==> src/rtl/rom_arbiter.sv <==
// Round-robin arbiter sharing one combinational instruction ROM between the
// instruction-fetch (IF) and load (LD) requesters. Each requester gets a
// one-entry registered response, so read data arrives one cycle after the
// request handshake and at most one ROM access happens per cycle.
module rom_arbiter #(
  parameter int ADDR_BITS = 10,
  parameter int DATA_BITS = 32
) (
  input  logic                 clk,
  input  logic                 reset,
  input  logic                 if_req_valid,
  input  logic [ADDR_BITS-1:0] if_req_addr,
  output logic                 if_req_ready,
  output logic                 if_resp_valid,
  output logic [DATA_BITS-1:0] if_resp_data,
  output logic                 if_resp_err,
  input  logic                 if_resp_ready,
  input  logic                 ld_req_valid,
  input  logic [ADDR_BITS-1:0] ld_req_addr,
  output logic                 ld_req_ready,
  output logic                 ld_resp_valid,
  output logic [DATA_BITS-1:0] ld_resp_data,
  output logic                 ld_resp_err,
  input  logic                 ld_resp_ready,
  output logic [ADDR_BITS-1:0] rom_addr,
  input  logic [DATA_BITS-1:0] rom_data
);

  // Port index 0 is IF, index 1 is LD.
  typedef enum logic {
    PORT_IF = 1'b0,
    PORT_LD = 1'b1
  } port_t;

  logic [1:0]           req_valid;
  logic [ADDR_BITS-1:0] req_addr [2];
  logic [1:0]           resp_ready;
  logic [1:0]           eligible;
  logic [1:0]           grant;

  logic [1:0]           resp_valid_reg;
  logic [DATA_BITS-1:0] resp_data_reg [2];
  logic [1:0]           resp_err_reg;
  port_t                last_grant_reg;

  assign req_valid   = {ld_req_valid, if_req_valid};
  assign req_addr[0] = if_req_addr;
  assign req_addr[1] = ld_req_addr;
  assign resp_ready  = {ld_resp_ready, if_resp_ready};

  // A port may be granted when its response slot is empty or is being
  // drained in this same cycle, which lets a port stream back-to-back.
  generate
    for (genvar gi = 0; gi < 2; gi++) begin : g_elig
      assign eligible[gi] = req_valid[gi] &&
                            (!resp_valid_reg[gi] || resp_ready[gi]);
    end
  endgenerate

  // Round-robin pick: under contention the port that did not win last time
  // is granted; nothing is granted while reset is asserted.
  always_comb begin
    grant = 2'b00;
    if (!reset) begin
      if (eligible == 2'b11) begin
        grant = (last_grant_reg == PORT_LD) ? 2'b01 : 2'b10;
      end else begin
        grant = eligible;
      end
    end
  end

  // Drive the ROM from the winning port; park the address at zero when idle.
  always_comb begin
    rom_addr = '0;
    if (grant[0]) begin
      rom_addr = req_addr[0];
    end else if (grant[1]) begin
      rom_addr = req_addr[1];
    end
  end

  // Priority pointer only moves on an actual grant, so idle cycles keep it.
  always_ff @(posedge clk) begin
    if (reset) begin
      last_grant_reg <= PORT_LD;
    end else if (grant[0]) begin
      last_grant_reg <= PORT_IF;
    end else if (grant[1]) begin
      last_grant_reg <= PORT_LD;
    end
  end

  // Per-port response register: load on grant, clear valid on drain, hold
  // data and error stable while the consumer back-pressures.
  generate
    for (genvar gi = 0; gi < 2; gi++) begin : g_resp
      always_ff @(posedge clk) begin
        if (reset) begin
          resp_valid_reg[gi] <= 1'b0;
          resp_data_reg[gi]  <= '0;
          resp_err_reg[gi]   <= 1'b0;
        end else if (grant[gi]) begin
          resp_valid_reg[gi] <= 1'b1;
          resp_data_reg[gi]  <= rom_data;
          resp_err_reg[gi]   <= (req_addr[gi][1:0] != 2'b00);
        end else if (resp_valid_reg[gi] && resp_ready[gi]) begin
          resp_valid_reg[gi] <= 1'b0;
        end
      end
    end
  endgenerate

  assign if_req_ready  = grant[0];
  assign ld_req_ready  = grant[1];
  assign if_resp_valid = resp_valid_reg[0];
  assign if_resp_data  = resp_data_reg[0];
  assign if_resp_err   = resp_err_reg[0];
  assign ld_resp_valid = resp_valid_reg[1];
  assign ld_resp_data  = resp_data_reg[1];
  assign ld_resp_err   = resp_err_reg[1];

endmodule

==> config.mk <==
export PLATFORM = sky130hd
export DESIGN_NAME = rom_arbiter
export DESIGN_NICKNAME = d
export VERILOG_FILES = /design/src/rtl/rom_arbiter.sv
export SDC_FILE = /design/constraint.sdc
export NUM_CORES = 1
export LEC_CHECK = 0
export ABC_AREA = 1
export CORE_MARGIN = 2
export CORE_UTILIZATION = 40
export DETAILED_ROUTE_END_ITERATION = 10
export GPL_ROUTABILITY_DRIVEN = 0
export GPL_TIMING_DRIVEN = 0
export PLACE_DENSITY = 0.8
export SLEW_MARGIN = 10
export SYNTH_ARGS = -nofsm -noshare
export SYNTH_HDL_FRONTEND = slang
export SYNTH_SLANG_ARGS = --single-unit
==> constraint.sdc <==
create_clock -name clk -period 2.49 [get_ports clk]
set_input_delay 0.249 -clock clk [delete_from_list [all_inputs] [get_ports clk]]
set_output_delay 0.249 -clock clk [all_outputs]
set_load 0.02 [all_outputs]
Word-level counts from Yosys, hierarchy flattened
Memories as Yosys holds them, arrays and structs flattened.
Cells that the tools add are included.
{"block": "classes", "n_eq_ne": 1, "bitwise_logic": 2, "n_mux": 21, "n_reduce_logical": 13}
{"op": "two-way mux 32 bit", "count": 2}
{"op": "two-way mux 10 bit", "count": 2}
{"op": "two-way mux 1 bit", "count": 14}
{"op": "nonzero test 2 bit", "count": 5}
{"op": "two-way mux 2 bit", "count": 3}
{"op": "logical AND 1 bit", "count": 4}
{"op": "equality test 2 bit (second input constant)", "count": 1}
{"op": "logical NOT 1 bit", "count": 2}
{"op": "logical OR 1 bit", "count": 2}
{"op": "OR 1 bit", "count": 2}
{"block": "totals", "ff_bits": 5, "ramBits": 64, "elab_cells": 43, "mem_count": 1, "output_inout_bits": 80}
{"memory": "resp_data_reg", "words": 2, "word_bits": 32, "rd": 2, "rd_ports_with_merged_regs": 0, "wr": 2, "line_no": "42", "text": "logic [DATA_BITS-1:0] resp_data_reg [2];"}

Longest topological paths before layout
{"block": "logic_depth", "ltp_word": 10, "mapped_depth": 7}

Worst setup path after synthesis
OpenSTA, ideal clock, no wires.
{"block": "synth_timing", "kind": "flip-flop to flip-flop", "start": "reg resp_valid_reg[0] (netlist: if_resp_valid)", "end": "mem resp_data_reg[1][0] (enable)", "slack_ns": 0.598, "required_ns": 2.101, "path_stages_with_launch": 5, "arrival_time_ns": 1.502, "cell_sequence": "dfxtp_1 > a21oi_4 > nand2_2 > nand2_1 > nand2_1"}
{"element": "start, declared", "line_no": "41", "text": "logic [1:0] resp_valid_reg;"}
{"element": "start signal, assigned by index", "line_no": "100", "text": "resp_valid_reg[gi] <= 1'b0;"}
{"element": "start signal, assigned by index", "line_no": "104", "text": "resp_valid_reg[gi] <= 1'b1;"}
{"element": "start signal, assigned by index", "line_no": "108", "text": "resp_valid_reg[gi] <= 1'b0;"}
{"element": "end, declared", "line_no": "42"}

Worst setup path in the final report
{"block": "layout_timing", "start": "in if_resp_ready", "end": "out rom_addr[9]"}
{"block": "layout_via", "elab_chain_cells": 7}
{"element": "start, declared", "line_no": "17", "text": "input logic if_resp_ready,"}
{"element": "logical OR 1 bit *", "line_no": "56", "text": "(!resp_valid_reg[gi] || resp_ready[gi]);"}
{"element": "logical AND 1 bit *", "line_no": "55", "text": "assign eligible[gi] = req_valid[gi] &&"}
{"element": "equality test 2 bit", "line_no": "65", "text": "if (eligible == 2'b11) begin"}
{"element": "two-way mux 2 bit *", "line_no": "65"}
{"element": "two-way mux 2 bit *", "line_no": "64", "text": "if (!reset) begin"}
{"element": "two-way mux 10 bit", "line_no": "78", "text": "end else if (grant[1]) begin"}
{"element": "two-way mux 10 bit *", "line_no": "76", "text": "if (grant[0]) begin"}
{"element": "end, declared", "line_no": "25", "text": "output logic [ADDR_BITS-1:0] rom_addr,"}
Mark *: on every way between the ends. The rest lies on a longest branch, timed or not.

==> flow_metrics.env <==
export IMPL_grt_util_all_layers=0.174
export IMPL_placeableCoreArea_um2=6720
export IMPL_largest_register_ffs=64
export IMPL_fmax_ghz=0.427
export IMPL_cts_clock_pin_slew_for_the_worst_setup_and_hold_paths_ns=0.06
export IMPL_postCtsResizedCells=0
export IMPL_global_route_wire_length_before_repair_um=9890
export IMPL_max_clock_path_buffers=2
export IMPL_synth_edf_count=64
export IMPL_power_sequential_fraction=0.471
export IMPL_detailed_place_area_um2=4230
export IMPL_final_hold_vio_count=0
export IMPL_clock_tree_from_tritoncts="built"
export IMPL_fin_hold_ws_ns=0.472
export IMPL_power_leakage_uw=0.00189
export IMPL_synthesized_cell_area_um2=2760
export IMPL_grt_setup_unrepaired="false"
export IMPL_routed_wirelength_um=6460
export IMPL_cts_inserted_buffers=9
export IMPL_starting_density_of_the_core=0.410
export IMPL_syn_num_nets=290
export IMPL_setup_worst_path_start_class="input pin"
export IMPL_root_buffer="sky130_fd_sc_hd__clkbuf_8"
export IMPL_synth_top_cell_area_share=0.697
export IMPL_area_overhead_vs_synth_pct=61.3
export IMPL_grt_pass1_vias=2170
export IMPL_finish_net_count=438
export IMPL_dp_hpwl_um=4630
export IMPL_holdBufCountCts=0
export IMPL_critPathCaptureType="primary output"
export IMPL_power_density_nw_per_um2=673
export IMPL_drive_gt1_frac=0.0909
export IMPL_netlist_top_cells_count="sky130_fd_sc_hd__edfxtp_1, sky130_fd_sc_hd__nor2_1, sky130_fd_sc_hd__inv_1, sky130_fd_sc_hd__nand2_1, sky130_fd_sc_hd__buf_6"
export IMPL_arrival_ns=2.09
export IMPL_die_w_um=87.0
export IMPL_fin_total_pwr_uw=2990
export IMPL_fin_skew_ns=0.0122
export IMPL_yosysSeqAreaShare=0.734
export IMPL_num_vias=2150
export IMPL_h_tree_depth=3
export IMPL_ys_seq_elements=69
export IMPL_swShare=0.253
export IMPL_power_frac_clock=0.326
export IMPL_critical_path_peak_fanout=10
export IMPL_ys_warnings_count=0
export IMPL_drv_cap=0
export IMPL_p_int_uw=2230
export IMPL_fp_dieArea_um2=7570
export IMPL_hold_class="flop to flop"
export IMPL_postLayoutSetupSlackWorst_ns=0.148
export IMPL_worst_slew_margin_rel=0.453
export IMPL_synth_top_area_cell="sky130_fd_sc_hd__edfxtp_1"
export IMPL_final_fill_count=506
export IMPL_fin_crit_sh=0.941
export IMPL_number_of_top_level_design_ports=138
export IMPL_grt_overflow=0
export IMPL_grt_start_max_net_pins=33
export IMPL_worstSetupPathType="input pin to primary output"
export IMPL_ys_async_sr_fraction=0
export IMPL_postSynthAreaPerCell_um2=11.9
export IMPL_postRouteAntennaNets=0
export IMPL_post_route_cell_area_um2=4450
export IMPL_synth_top_cells_by_area="sky130_fd_sc_hd__edfxtp_1, sky130_fd_sc_hd__nor2_1, sky130_fd_sc_hd__inv_1"
export IMPL_timing_final_max_slew_violations=0
export IMPL_wl_per_cell_um=13.9
export IMPL_grt_antenna_before_repair=0
export IMPL_synth_lib_cells_used_distinct=19
export IMPL_drc_errors_left=0
export IMPL_die_height_um=87.0
export IMPL_io_buffer_count=137
export IMPL_worst_skew_pair_late_latency_ns=0.33
export IMPL_p_sw_uw=758
export IMPL_setup_total_negative_slack_ns=0
export IMPL_worst_ep_required_time_ns=2.24
export IMPL_worst_slack_after_detailed_placement_ns=0.113
export IMPL_result_of_the_run="complete, no violations"
export IMPL_antennaDiodeCount=0
export IMPL_final_setup_vio_count=0
export IMPL_synth_main_ff_cell="sky130_fd_sc_hd__edfxtp_1"
export IMPL_cts_post_setup_buffers_inserted=0
export IMPL_detail_route_iter0_violations=65
export IMPL_worst_slew_pin_transition_ns=0.818
export IMPL_vdd_ir_drop_worst_uv=307
export IMPL_final_min_clock_period_ns=2.34
export IMPL_clock_sinks=69
export IMPL_post_synth_inst_count=232
export IMPL_avgViaCountPerCell=4.62
export IMPL_placement_rows=30
export IMPL_yosys_cell_count_top_type="sky130_fd_sc_hd__edfxtp_1"
export IMPL_detail_route_first_pass_iterations=4
export IMPL_power_frac_comb=0.203
[worst max-delay path: stages]
cell	delay [ns]
sky130_fd_sc_hd__clkdlybuf4s50_1	0.48
sky130_fd_sc_hd__inv_2	0.06
sky130_fd_sc_hd__a21oi_4	0.19
sky130_fd_sc_hd__nand3_4	0.19
sky130_fd_sc_hd__clkinv_2	0.16
sky130_fd_sc_hd__nand2_1	0.10
sky130_fd_sc_hd__nand2_1	0.08
sky130_fd_sc_hd__clkdlybuf4s50_1	0.60
[per-stage QoR]
stage,std cells,utilization
finish,465,0.662
global route,465,0.662
global placement,449,0.629
CTS,465,0.662
floorplan,232,-
detailed placement,449,0.630
[routing by layer]
layer | wire length (µm) | vias to the layer above | GRT usage
li1 | - | 1035 | -
met1 | 2460 | 1007 | 0.187
met2 | 3410 | 99 | 0.319
met3 | 491 | 9 | 0.0408
met4 | 101 | 0 | 0.0795
met5 | 0 | - | 0
[cell usage in the layout (no fill, tap or decap)]
master                            synthesis  routed
sky130_fd_sc_hd__nand3_2                  1       1
sky130_fd_sc_hd__a21oi_1                  3       3
sky130_fd_sc_hd__nor2_1                  63      63
sky130_fd_sc_hd__o22ai_1                  2       2
sky130_fd_sc_hd__inv_1                   40      40
sky130_fd_sc_hd__nand3_4                  2       2
sky130_fd_sc_hd__nand2_2                  1       3
sky130_fd_sc_hd__nand2_1                 33      31
sky130_fd_sc_hd__edfxtp_1                64      64
sky130_fd_sc_hd__clkinv_4                 0       1
sky130_fd_sc_hd__clkdlybuf4s50_1          0     137
sky130_fd_sc_hd__a21oi_4                  1       1
sky130_fd_sc_hd__o21ai_0                  1       1
sky130_fd_sc_hd__nor2_2                   2       2
sky130_fd_sc_hd__clkbuf_8                 0       9
sky130_fd_sc_hd__a21boi_2                 1       1
sky130_fd_sc_hd__clkinv_1                 0       1
sky130_fd_sc_hd__buf_6                    6       6
sky130_fd_sc_hd__dfxtp_1                  5       5
sky130_fd_sc_hd__nand3_1                  2       2
sky130_fd_sc_hd__inv_2                    3       3
sky130_fd_sc_hd__bufinv_16                0       2
sky130_fd_sc_hd__clkinvlp_4               0       1
sky130_fd_sc_hd__clkinv_2                 1       3
sky130_fd_sc_hd__nand4_1                  1       1
[power groups by stage]
stage	clock, µW	sequential, µW	combinational [µW]
floorplan	0	1560	141
global placement	0	1430	602
detailed placement	0	1440	613
CTS	986	1410	615
global route	1040	1420	647
finish	975	1410	607
[logic make-up (layout without fill, tap and decap cells)]
kind of cell           count (synthesis)  in the layout  synth area share
and+or+nand+nor                      105            105             0.160
DFF                                   69             69             0.734
buffers and inverters                 50            203            0.0849
AOI/OAI and AO/OA                      8              8            0.0218
[area by class of cell]
type / count / area (µm²) / area share
sequential: 69 / 2020 / 0.455
timing repair buffer: 137 / 1370 / 0.308
multi-input combinational: 113 / 505 / 0.114
inverter: 44 / 166 / 0.0374
clock buffer: 9 / 124 / 0.0279
tap: 80 / 100 / 0.0225
clock inverter: 7 / 90.1 / 0.0203
buffer: 6 / 67.6 / 0.0152
[path summary, 6_finish.rpt]
check / startpoint / depth (start not counted) / end / slack, ns
setup / recovery: if_resp_ready / 8 / rom_addr[9] / 0.15
hold / removal: if_resp_err / 2 / if_resp_err / 0.47
setup reg to reg: if_resp_valid / 4 / resp_data_reg[1][22] / 0.73
hold reg to reg: if_resp_err / 2 / if_resp_err / 0.47
Power figures use the tool's default switching activity.
